==> src/rtl/peri_bus_arbiter_if.sv <==
// Purpose: bundles the CPU posted-store, vector-unit and peripheral-port signals of the arbiter.
// Ports: cpu_* (store strobe + stall), vec_* (req/gnt/read return), per_* (req/ack slave port), busy/err status.
// Modports: slave = arbiter side, master = requesters + peripheral environment side.
interface peri_bus_arbiter_if #(
    parameter int ADDR_W = 16,
    parameter int DATA_W = 16
);
    logic              cpu_web;
    logic [ADDR_W-1:0] cpu_addr;
    logic [DATA_W-1:0] cpu_data;
    logic              cpu_stall;

    logic              vec_req;
    logic              vec_we;
    logic [ADDR_W-1:0] vec_addr;
    logic [DATA_W-1:0] vec_wdata;
    logic              vec_gnt;
    logic              vec_rvalid;
    logic [DATA_W-1:0] vec_rdata;

    logic              per_req;
    logic              per_we;
    logic [ADDR_W-1:0] per_addr;
    logic [DATA_W-1:0] per_wdata;
    logic              per_ack;
    logic [DATA_W-1:0] per_rdata;

    logic              busy;
    logic              err;

    modport slave (
        input  cpu_web, cpu_addr, cpu_data,
        output cpu_stall,
        input  vec_req, vec_we, vec_addr, vec_wdata,
        output vec_gnt, vec_rvalid, vec_rdata,
        output per_req, per_we, per_addr, per_wdata,
        input  per_ack, per_rdata,
        output busy, err
    );

    modport master (
        output cpu_web, cpu_addr, cpu_data,
        input  cpu_stall,
        output vec_req, vec_we, vec_addr, vec_wdata,
        input  vec_gnt, vec_rvalid, vec_rdata,
        input  per_req, per_we, per_addr, per_wdata,
        output per_ack, per_rdata,
        input  busy, err
    );
endinterface

==> src/rtl/peri_bus_arbiter.sv <==
// Purpose: owns the peripheral port; posts CPU stores into a FIFO and round-robins them with vector-unit requests.
// Latency: request seen in IDLE -> per_req 1 cycle later; vec_gnt/vec_rvalid/err 1 cycle after ack/abort.
// Backpressure: cpu_stall while the store FIFO is full; vector unit holds vec_req until vec_gnt; slave stalls via per_ack.
// Ports: clk, rst (async active-high); bus_io (slave modport) carries cpu_*, vec_*, per_*, busy, err.
module peri_bus_arbiter #(
    parameter int ADDR_W     = 16,
    parameter int DATA_W     = 16,
    parameter int FIFO_DEPTH = 4,
    parameter int TIMEOUT    = 255
) (
    input  logic                  clk,
    input  logic                  rst,
    peri_bus_arbiter_if.slave     bus_io
);
    localparam int PTR_W = $clog2(FIFO_DEPTH);
    localparam int CNT_W = PTR_W + 1;

    typedef enum logic [1:0] {
        S_IDLE    = 2'd0,
        S_BUS_CPU = 2'd1,
        S_BUS_VEC = 2'd2
    } state_t;

    // Posted CPU store FIFO
    logic [ADDR_W-1:0] fifo_addr_q [FIFO_DEPTH];
    logic [DATA_W-1:0] fifo_data_q [FIFO_DEPTH];
    logic [PTR_W-1:0]  wr_ptr_q, wr_ptr_d;
    logic [PTR_W-1:0]  rd_ptr_q, rd_ptr_d;
    logic [CNT_W-1:0]  count_q, count_d;

    // Arbiter / port state
    state_t            state_q;
    logic              last_vec_q;     // 1 = vector unit owned the port last
    logic [7:0]        wait_q;
    logic              per_req_q;
    logic              per_we_q;
    logic [ADDR_W-1:0] per_addr_q;
    logic [DATA_W-1:0] per_wdata_q;
    logic              vec_gnt_q;
    logic              vec_rvalid_q;
    logic [DATA_W-1:0] vec_rdata_q;
    logic              err_q;

    logic fifo_full, fifo_empty, enq, deq;
    logic bus_done, bus_tmo;
    logic cpu_pend, vec_pend, pick_vec;

    assign fifo_full  = (count_q == CNT_W'(FIFO_DEPTH));
    assign fifo_empty = (count_q == '0);

    // Full blocks enqueue even if the head retires this cycle: stall comes from registered count only.
    assign enq = !bus_io.cpu_web && !fifo_full;

    assign bus_done = per_req_q && bus_io.per_ack;
    assign bus_tmo  = per_req_q && !bus_io.per_ack && (wait_q == 8'(TIMEOUT - 1));
    assign deq      = (state_q == S_BUS_CPU) && (bus_done || bus_tmo);

    // The vector unit still holds vec_req in the cycle it sees vec_gnt; that is the
    // finished request, so it is not eligible for a fresh grant in that cycle.
    assign cpu_pend = !fifo_empty;
    assign vec_pend = bus_io.vec_req && !vec_gnt_q;
    assign pick_vec = vec_pend && (!cpu_pend || !last_vec_q);

    always_comb begin
        wr_ptr_d = wr_ptr_q;
        rd_ptr_d = rd_ptr_q;
        count_d  = count_q;
        if (enq) wr_ptr_d = wr_ptr_q + 1'b1;
        if (deq) rd_ptr_d = rd_ptr_q + 1'b1;
        case ({enq, deq})
            2'b10:   count_d = count_q + CNT_W'(1);
            2'b01:   count_d = count_q - CNT_W'(1);
            default: count_d = count_q;
        endcase
    end

    // Storage needs no reset: only entries below count are ever read.
    always_ff @(posedge clk) begin
        if (enq) begin
            fifo_addr_q[wr_ptr_q] <= bus_io.cpu_addr;
            fifo_data_q[wr_ptr_q] <= bus_io.cpu_data;
        end
    end

    always_ff @(posedge clk or posedge rst) begin
        if (rst) begin
            wr_ptr_q <= '0;
            rd_ptr_q <= '0;
            count_q  <= '0;
        end else begin
            wr_ptr_q <= wr_ptr_d;
            rd_ptr_q <= rd_ptr_d;
            count_q  <= count_d;
        end
    end

    always_ff @(posedge clk or posedge rst) begin
        if (rst) begin
            state_q      <= S_IDLE;
            last_vec_q   <= 1'b1;          // CPU wins the first tie
            wait_q       <= '0;
            per_req_q    <= 1'b0;
            per_we_q     <= 1'b0;
            per_addr_q   <= '0;
            per_wdata_q  <= '0;
            vec_gnt_q    <= 1'b0;
            vec_rvalid_q <= 1'b0;
            vec_rdata_q  <= '0;
            err_q        <= 1'b0;
        end else begin
            vec_gnt_q    <= 1'b0;
            vec_rvalid_q <= 1'b0;
            err_q        <= 1'b0;
            case (state_q)
                S_IDLE: begin
                    if (cpu_pend || vec_pend) begin
                        per_req_q <= 1'b1;
                        wait_q    <= '0;
                        if (pick_vec) begin
                            state_q     <= S_BUS_VEC;
                            per_we_q    <= bus_io.vec_we;
                            per_addr_q  <= bus_io.vec_addr;
                            per_wdata_q <= bus_io.vec_wdata;
                        end else begin
                            state_q     <= S_BUS_CPU;
                            per_we_q    <= 1'b1;
                            per_addr_q  <= fifo_addr_q[rd_ptr_q];
                            per_wdata_q <= fifo_data_q[rd_ptr_q];
                        end
                    end
                end
                S_BUS_CPU, S_BUS_VEC: begin
                    if (bus_done || bus_tmo) begin
                        // Returning to IDLE guarantees one per_req=0 cycle between transactions.
                        per_req_q  <= 1'b0;
                        state_q    <= S_IDLE;
                        last_vec_q <= (state_q == S_BUS_VEC);
                        err_q      <= bus_tmo;
                        if (state_q == S_BUS_VEC) begin
                            vec_gnt_q <= 1'b1;
                            if (bus_done && !per_we_q) begin
                                vec_rvalid_q <= 1'b1;
                                vec_rdata_q  <= bus_io.per_rdata;
                            end
                        end
                    end else if (per_req_q) begin
                        wait_q <= wait_q + 8'd1;
                    end
                end
                default: state_q <= S_IDLE;
            endcase
        end
    end

    assign bus_io.cpu_stall  = fifo_full;
    assign bus_io.vec_gnt    = vec_gnt_q;
    assign bus_io.vec_rvalid = vec_rvalid_q;
    assign bus_io.vec_rdata  = vec_rdata_q;
    assign bus_io.per_req    = per_req_q;
    assign bus_io.per_we     = per_we_q;
    assign bus_io.per_addr   = per_addr_q;
    assign bus_io.per_wdata  = per_wdata_q;
    assign bus_io.busy       = !fifo_empty || (state_q != S_IDLE);
    assign bus_io.err        = err_q;
endmodule
==> src/flat_wrapper.sv <==
// flat-port wrapper written by rule: the top's interface ports become plain ports
module peri_bus_arbiter_flat 
#(
    parameter int ADDR_W     = 16,
    parameter int DATA_W     = 16,
    parameter int FIFO_DEPTH = 4,
    parameter int TIMEOUT    = 255
)
  (clk, rst, bus_io_cpu_web, bus_io_cpu_addr, bus_io_cpu_data, bus_io_cpu_stall, bus_io_vec_req, bus_io_vec_we, bus_io_vec_addr, bus_io_vec_wdata, bus_io_vec_gnt, bus_io_vec_rvalid, bus_io_vec_rdata, bus_io_per_req, bus_io_per_we, bus_io_per_addr, bus_io_per_wdata, bus_io_per_ack, bus_io_per_rdata, bus_io_busy, bus_io_err);
  peri_bus_arbiter_if #(.ADDR_W(ADDR_W), .DATA_W(DATA_W)) bus_io_i ();
  input  logic clk;
  input  logic rst;
  input wire logic [$bits(bus_io_i.cpu_web)-1:0] bus_io_cpu_web;
  input wire logic [$bits(bus_io_i.cpu_addr)-1:0] bus_io_cpu_addr;
  input wire logic [$bits(bus_io_i.cpu_data)-1:0] bus_io_cpu_data;
  output wire logic [$bits(bus_io_i.cpu_stall)-1:0] bus_io_cpu_stall;
  input wire logic [$bits(bus_io_i.vec_req)-1:0] bus_io_vec_req;
  input wire logic [$bits(bus_io_i.vec_we)-1:0] bus_io_vec_we;
  input wire logic [$bits(bus_io_i.vec_addr)-1:0] bus_io_vec_addr;
  input wire logic [$bits(bus_io_i.vec_wdata)-1:0] bus_io_vec_wdata;
  output wire logic [$bits(bus_io_i.vec_gnt)-1:0] bus_io_vec_gnt;
  output wire logic [$bits(bus_io_i.vec_rvalid)-1:0] bus_io_vec_rvalid;
  output wire logic [$bits(bus_io_i.vec_rdata)-1:0] bus_io_vec_rdata;
  output wire logic [$bits(bus_io_i.per_req)-1:0] bus_io_per_req;
  output wire logic [$bits(bus_io_i.per_we)-1:0] bus_io_per_we;
  output wire logic [$bits(bus_io_i.per_addr)-1:0] bus_io_per_addr;
  output wire logic [$bits(bus_io_i.per_wdata)-1:0] bus_io_per_wdata;
  input wire logic [$bits(bus_io_i.per_ack)-1:0] bus_io_per_ack;
  input wire logic [$bits(bus_io_i.per_rdata)-1:0] bus_io_per_rdata;
  output wire logic [$bits(bus_io_i.busy)-1:0] bus_io_busy;
  output wire logic [$bits(bus_io_i.err)-1:0] bus_io_err;
  assign bus_io_i.cpu_web = bus_io_cpu_web;
  assign bus_io_i.cpu_addr = bus_io_cpu_addr;
  assign bus_io_i.cpu_data = bus_io_cpu_data;
  assign bus_io_cpu_stall = bus_io_i.cpu_stall;
  assign bus_io_i.vec_req = bus_io_vec_req;
  assign bus_io_i.vec_we = bus_io_vec_we;
  assign bus_io_i.vec_addr = bus_io_vec_addr;
  assign bus_io_i.vec_wdata = bus_io_vec_wdata;
  assign bus_io_vec_gnt = bus_io_i.vec_gnt;
  assign bus_io_vec_rvalid = bus_io_i.vec_rvalid;
  assign bus_io_vec_rdata = bus_io_i.vec_rdata;
  assign bus_io_per_req = bus_io_i.per_req;
  assign bus_io_per_we = bus_io_i.per_we;
  assign bus_io_per_addr = bus_io_i.per_addr;
  assign bus_io_per_wdata = bus_io_i.per_wdata;
  assign bus_io_i.per_ack = bus_io_per_ack;
  assign bus_io_i.per_rdata = bus_io_per_rdata;
  assign bus_io_busy = bus_io_i.busy;
  assign bus_io_err = bus_io_i.err;
  peri_bus_arbiter #(.ADDR_W(ADDR_W), .DATA_W(DATA_W), .FIFO_DEPTH(FIFO_DEPTH), .TIMEOUT(TIMEOUT)) u_core (.clk(clk), .rst(rst), .bus_io(bus_io_i));
endmodule
==> config.mk <==
export PLATFORM = sky130hd
export DESIGN_NAME = peri_bus_arbiter_flat
export DESIGN_NICKNAME = d
export VERILOG_FILES = /design/src/rtl/peri_bus_arbiter_if.sv /design/src/rtl/peri_bus_arbiter.sv /design/src/flat_wrapper.sv
export SDC_FILE = /design/constraint.sdc
export NUM_CORES = 1
export LEC_CHECK = 0
export CAP_MARGIN = 20
export CORE_MARGIN = 2
export CORE_UTILIZATION = 44
export DETAILED_ROUTE_END_ITERATION = 8
export DONT_BUFFER_PORTS = 1
export SLEW_MARGIN = 5
export SYNTH_ARGS = -nofsm -noshare
export SYNTH_HDL_FRONTEND = slang
export SYNTH_SLANG_ARGS = --single-unit
==> constraint.sdc <==
create_clock -name clk -period 4.2 [get_ports clk]
set_input_delay 1.05 -clock clk [delete_from_list [all_inputs] [get_ports clk]]
set_output_delay 1.05 -clock clk [all_outputs]
set_load 0.03 [all_outputs]
### Word-level counts from Yosys, hierarchy flattened

Memories as Yosys holds them, arrays and structs flattened.
Cells that the tools add are included.

* add/subtract/negate cells: 5
* equal/unequal tests: 10
* mux-type cells: 26
* reduce and logical (&&, ||, !) cells: 31

Operators by type and width (number)
* $mux 16: 2
* $mux 8: 3
* $pmux 8 s2: 1
* $mux 1: 14
* $add 8x1->8 const B: 1
* $eq 8x8->1 const B: 1
* $logic_and 1x1->1: 8
* $reduce_and 4->1: 2
* $logic_not 1->1: 7
* $mux 2: 3
* $ne 2x1->1 const B: 3
* $pmux 3 s2: 1
* $reduce_and 2->1: 3
* $reduce_bool 2->1: 3
* $add 2x1->2 const B: 2
* $eq 2x1->1 const B: 2
* $eq 2x2->1 const B: 2
* $logic_or 1x1->1: 4
* $pmux 2 s2: 1
* $add 3x1->3 const B: 1
* $eq 3x3->1 const B: 1
* $logic_not 3->1: 1
* $reduce_and 3->1: 1
* $sub 3x1->3 const B: 1
* 4 further kinds: 4

* bits in registers: 71
* bits in writable memories: 128
* output and inout port bits: 55
* word-level logic and storage cells: 88
* memories: 2

Memory list
* u_core.fifo_addr_q: depth 4, bits a word 16, rd ports 1, clocked after Yosys merged registers in 0, wr ports 1, RTL line peri_bus_arbiter.sv:25 `logic [ADDR_W-1:0] fifo_addr_q [FIFO_DEPTH];`
* u_core.fifo_data_q: depth 4, bits a word 16, rd ports 1, clocked after Yosys merged registers in 0, wr ports 1, RTL line peri_bus_arbiter.sv:26 `logic [DATA_W-1:0] fifo_data_q [FIFO_DEPTH];`

### Depth between registers and ports, before layout

* word-level depth: 7
* mapped depth: 10

### Worst setup path before layout

No wires, ideal clock.

* path type: in2reg
* start: input bus_io_cpu_web
* end: memory u_core.fifo_addr_q[0][0], enable pin
* arrival: 2191 ps
* required time: 3808 ps
* slack: 1617 ps
* stages: 2
* cell sequence: nor2_1 > and2_1

* longest elaborated chain between the ends: 4

RTL lines
* from (decl): RTL line flat_wrapper.sv:13 `input wire logic [$bits(bus_io_i.cpu_web)-1:0] bus_io_cpu_web;`
* $logic_not 1->1: RTL line peri_bus_arbiter.sv:52 `assign enq = !bus_io.cpu_web && !fifo_full;`
* $logic_and 1x1->1: RTL line peri_bus_arbiter.sv:52
* $mux 1: RTL line peri_bus_arbiter.sv:79 `if (enq) begin`
* $mux 1 (not written as such): RTL line peri_bus_arbiter.sv:80 `fifo_addr_q[wr_ptr_q] <= bus_io.cpu_addr;`
* to (decl): RTL line peri_bus_arbiter.sv:25

No other way between the ends.

### Final worst setup path

* start: register u_core.state_q[0]
* end: output bus_io_busy

* longest elaborated chain between the ends: 2

RTL lines
* from (decl): RTL line peri_bus_arbiter.sv:32 `state_t state_q;`
* from (signal assigned): RTL line peri_bus_arbiter.sv:99 `state_q <= S_IDLE;`
* from (signal assigned): RTL line peri_bus_arbiter.sv:120 `state_q <= S_BUS_VEC;`
* from (signal assigned): RTL line peri_bus_arbiter.sv:125 `state_q <= S_BUS_CPU;`
* $reduce_bool 2->1: RTL line peri_bus_arbiter.sv:163 `assign bus_io.busy = !fifo_empty || (state_q != S_IDLE);`
* $logic_or 1x1->1: RTL line peri_bus_arbiter.sv:163
* to (decl): RTL line flat_wrapper.sv:30 `output wire logic [$bits(bus_io_i.busy)-1:0] bus_io_busy;`

No other way between the ends.

==> impl_metrics.py <==
metrics = {
    "placement": {
        "place_inst": 683,
        "place_hpwl_mm": 9.47,
        "io_buffers": 0,
        "place.gp.congestion": 0.793,
    },
    "global_route": {
        "grt_max_degree": 68,
        "first_global_vias": 4307,
        "grt_usage_pct": 16.6,
        "grt_antenna_before_repair": 0,
        "grt_pass1_wl_mm": 24.1,
        "grt.overflow.total": 0,
    },
    "sta": {
        "min_period_over_period_pct": 70.5,
        "fin_crit_ps": 2960,
        "fin_setup_tns_ps": 0,
        "fmax_ghz": 0.338,
        "setup_viol": 0,
        "hold_viol": 0,
        "tightest_slew_ps": 960,
        "skew_ps": 9.55,
        "slew_headroom_pct": 36.0,
        "grt_setup_unrepaired": "false",
        "finalMaxSlewViolations": 0,
    },
    "synthesis": {
        "synth_edf_count": 128,
        "async_flop_share_pct": 35.7,
        "synth.area.top_cells": "edfxtp_1 (48%), dfrtp_1 (22%), mux4_2 (9.1%), mux2i_1 (4.0%), mux2_2 (2.5%)",
        "synth_top_area_share_pct": 48.3,
        "syn_avg_cell_area_um2": 16.8,
        "synth_top_area_cell": "edfxtp_1",
        "syn_nets": 571,
        "yosysWarnings": 0,
        "synth.distinct_cells": 45,
        "synth_flop_cell": "edfxtp_1",
        "synth.cell_area_um2": 7960,
        "ys_seq_area_share_pct": 70.6,
        "ys_ff_latch": 199,
        "syn_inst": 473,
    },
    "pwr": {
        "clkPwrFrac_pct": 23.1,
        "power_frac_comb_pct": 23.4,
        "p_seq_share_pct": 53.5,
        "p_per_area_nw_per_um2": 762,
        "peakVddDrop_uv": 383,
        "internal-power_uw": 4190,
        "p_sw_share_pct": 37.3,
        "power_leakage_uw": 0.00328,
        "p_sw_uw": 2490,
    },
    "worst_setup_path": {
        "worst-setup-path-type": "flop to output pin",
        "critPathLaunchType": "flop",
        "worstPathRequired_ps": 3150,
        "r2r_slack_ps": 1620,
        "path_cells": "inv_1, ha_1, or4b_1",
        "path_max_fanout": 6,
        "crit_slowest_cell": "or4b_1",
        "arrival_ps": 1910,
        "worst_setup_path_end_kind": "output pin",
        "cp_slowest_stage_delay_ps": 710,
    },
    "cells_and_area": {
        "antenna_cells": 0,
        "final_common_cell": "edfxtp_1",
        "syn_to_final_growth_pct": 10.0,
        "drive_gt1_share_pct": 20.0,
        "stdcell_count": 715,
        "mostFrequentLayoutCells": "edfxtp_1 (128), dfrtp_1 (68), nand2_1 (40)",
        "nets": 571,
    },
    "drt": {
        "num_vias": 3948,
        "remaining_drc_errors": 0,
        "wl_per_cell_um": 21.0,
        "ant_nets": 0,
        "initialDrtViolationCount": 269,
        "vias_per_cell": 5.52,
        "firstDrtPassIters": 4,
        "routed_wl_mm": 15.0,
    },
    "clocking": {
        "h-tree-depth": 4,
        "cts_sinks": 199,
        "postCtsSetupBuffers": 0,
        "insertion_delay_ps": 430,
        "cts_root_buffer": "clkbuf_16",
        "clk_path_buf_depth": 2,
        "postCtsHoldBufs": 0,
        "cts_resized": 0,
        "cts_tree": "built",
        "path_clk_slew_ps": 70,
        "cts_buffers": 17,
    },
    "floorplan": {
        "die_area_um2": 19200,
        "boundaryPins": 141,
        "rows": 49,
        "core-area_um2": 17800,
        "die_x_um": 139,
        "die_y_um": 139,
        "initial_utilization_pct": 44.6,
    },
    "worst_hold_path": {
        "holdCritPathClass": "flop to flop",
    },
    "status": {
        "status": "finished clean",
    },
    "job": {
        "cap_violations": 0,
    },
}
-- sequential cells by signal, summed over array words and instances (netlist names) --
name                      flops
u_core.bus_io.vec_rvalid      1
u_core.fifo_addr_q           64
u_core.count_q                3
u_core.bus_io.per_req         1
u_core.bus_io.vec_gnt         1
u_core.rd_ptr_q               2
u_core.bus_io.per_addr       16
u_core.state_q                2
u_core.last_vec_q             1
u_core.bus_io.per_wdata      16
u_core.wr_ptr_q               2
u_core.bus_io.vec_rdata      16
u_core.bus_io.per_we          1
u_core.fifo_data_q           64
u_core.wait_q                 8
u_core.bus_io.err             1
-- cell usage after synthesis, types with 3 or more instances --
cell type,number
ha_1,11
mux2_2,18
nor2_1,3
a21oi_1,3
nand2_1,41
buf_2,14
xnor2_1,4
nand3_1,6
dfrtp_1,70
edfxtp_1,128
mux4_2,32
clkbuf_1,10
o211ai_1,5
and2_1,5
and3_1,3
a31oi_1,4
inv_1,12
mux2i_1,32
o21ai_0,39
-- worst max-delay path, delay by kind of cell, from the launching register on --
kind | cells | cell delay [ps]
buffers and inverters | 1 | 100
adders and majority gates | 1 | 240
DFF | 1 | 420
and+or+nand+nor | 1 | 710
-- metal layers --
layer	part of all wire [%]	up-vias	GRT usage, %
li1	-	1816	-
met1	41	1994	20.3
met2	50	123	27.7
met3	7.5	15	5.85
met4	1.3	0	5.32
met5	0	-	0
-- area by class of cell --
cell class                 instances  area (um^2)
clock buffer                      17          425
inverter                          12         46.3
clock inverter                    15          138
multi-input combinational        238         2200
fill                            1476         9080
tap                              229          287
timing repair buffer               5         37.5
sequential                       199         5620
-- cells by family (layout without fill, tap and decap cells) --
family	after synthesis	after routing	share of synthesized area, %
adders and majority gates	12	12	1.98
AOI/OAI and AO/OA	67	67	5.03
DFF	199	199	70.6
xor gates and xnor gates	6	6	0.660
buffers and inverters	36	49	1.92
muxes	82	82	15.6
and+or+nand+nor	71	71	4.20
-- worst paths after layout --
path / start / end / cells after the start
worst max-delay path: u_core.state_q[0] / bus_io_busy / 3
worst min-delay path: u_core.last_vec_q / u_core.last_vec_q / 2
worst max register to register: u_core.bus_io.per_req / u_core.count_q[1] / 6
worst min register to register: u_core.last_vec_q / u_core.last_vec_q / 2
max in group asynchronous: rst / u_core.last_vec_q / 2
min in group asynchronous: rst / u_core.bus_io.vec_rdata[8] / 1
-- power by group through the flow --
stage,Sequential (uW),Combinational [uW],Clock [uW]
6_report,3570,1560,1540
5_1_grt,3650,1750,1650
4_1_cts,3590,1600,1590
3_5_place_dp,3630,1600,0
3_3_place_gp,3610,1560,0
2_1_floorplan,3390,1370,0
-- per-stage QoR --
| stage | utilization (%) | hold slack, ps | worst slack [ps] | cell area (um^2) | total power [uW] |
|---|---|---|---|---|---|
| floorplan | - | 462 | 1360 | 7960 | 4750 |
| global placement | 45.9 | 487 | 1380 | 8200 | 5170 |
| detailed placement | 45.9 | 488 | 1240 | 8200 | 5230 |
| CTS | 49.1 | 498 | 1230 | 8760 | 6780 |
| global route | 49.1 | 543 | 1170 | 8760 | 7060 |
| finish | 49.1 | 495 | 1240 | 8760 | 6670 |
Note: power is estimated with default switching activity, not from simulation.
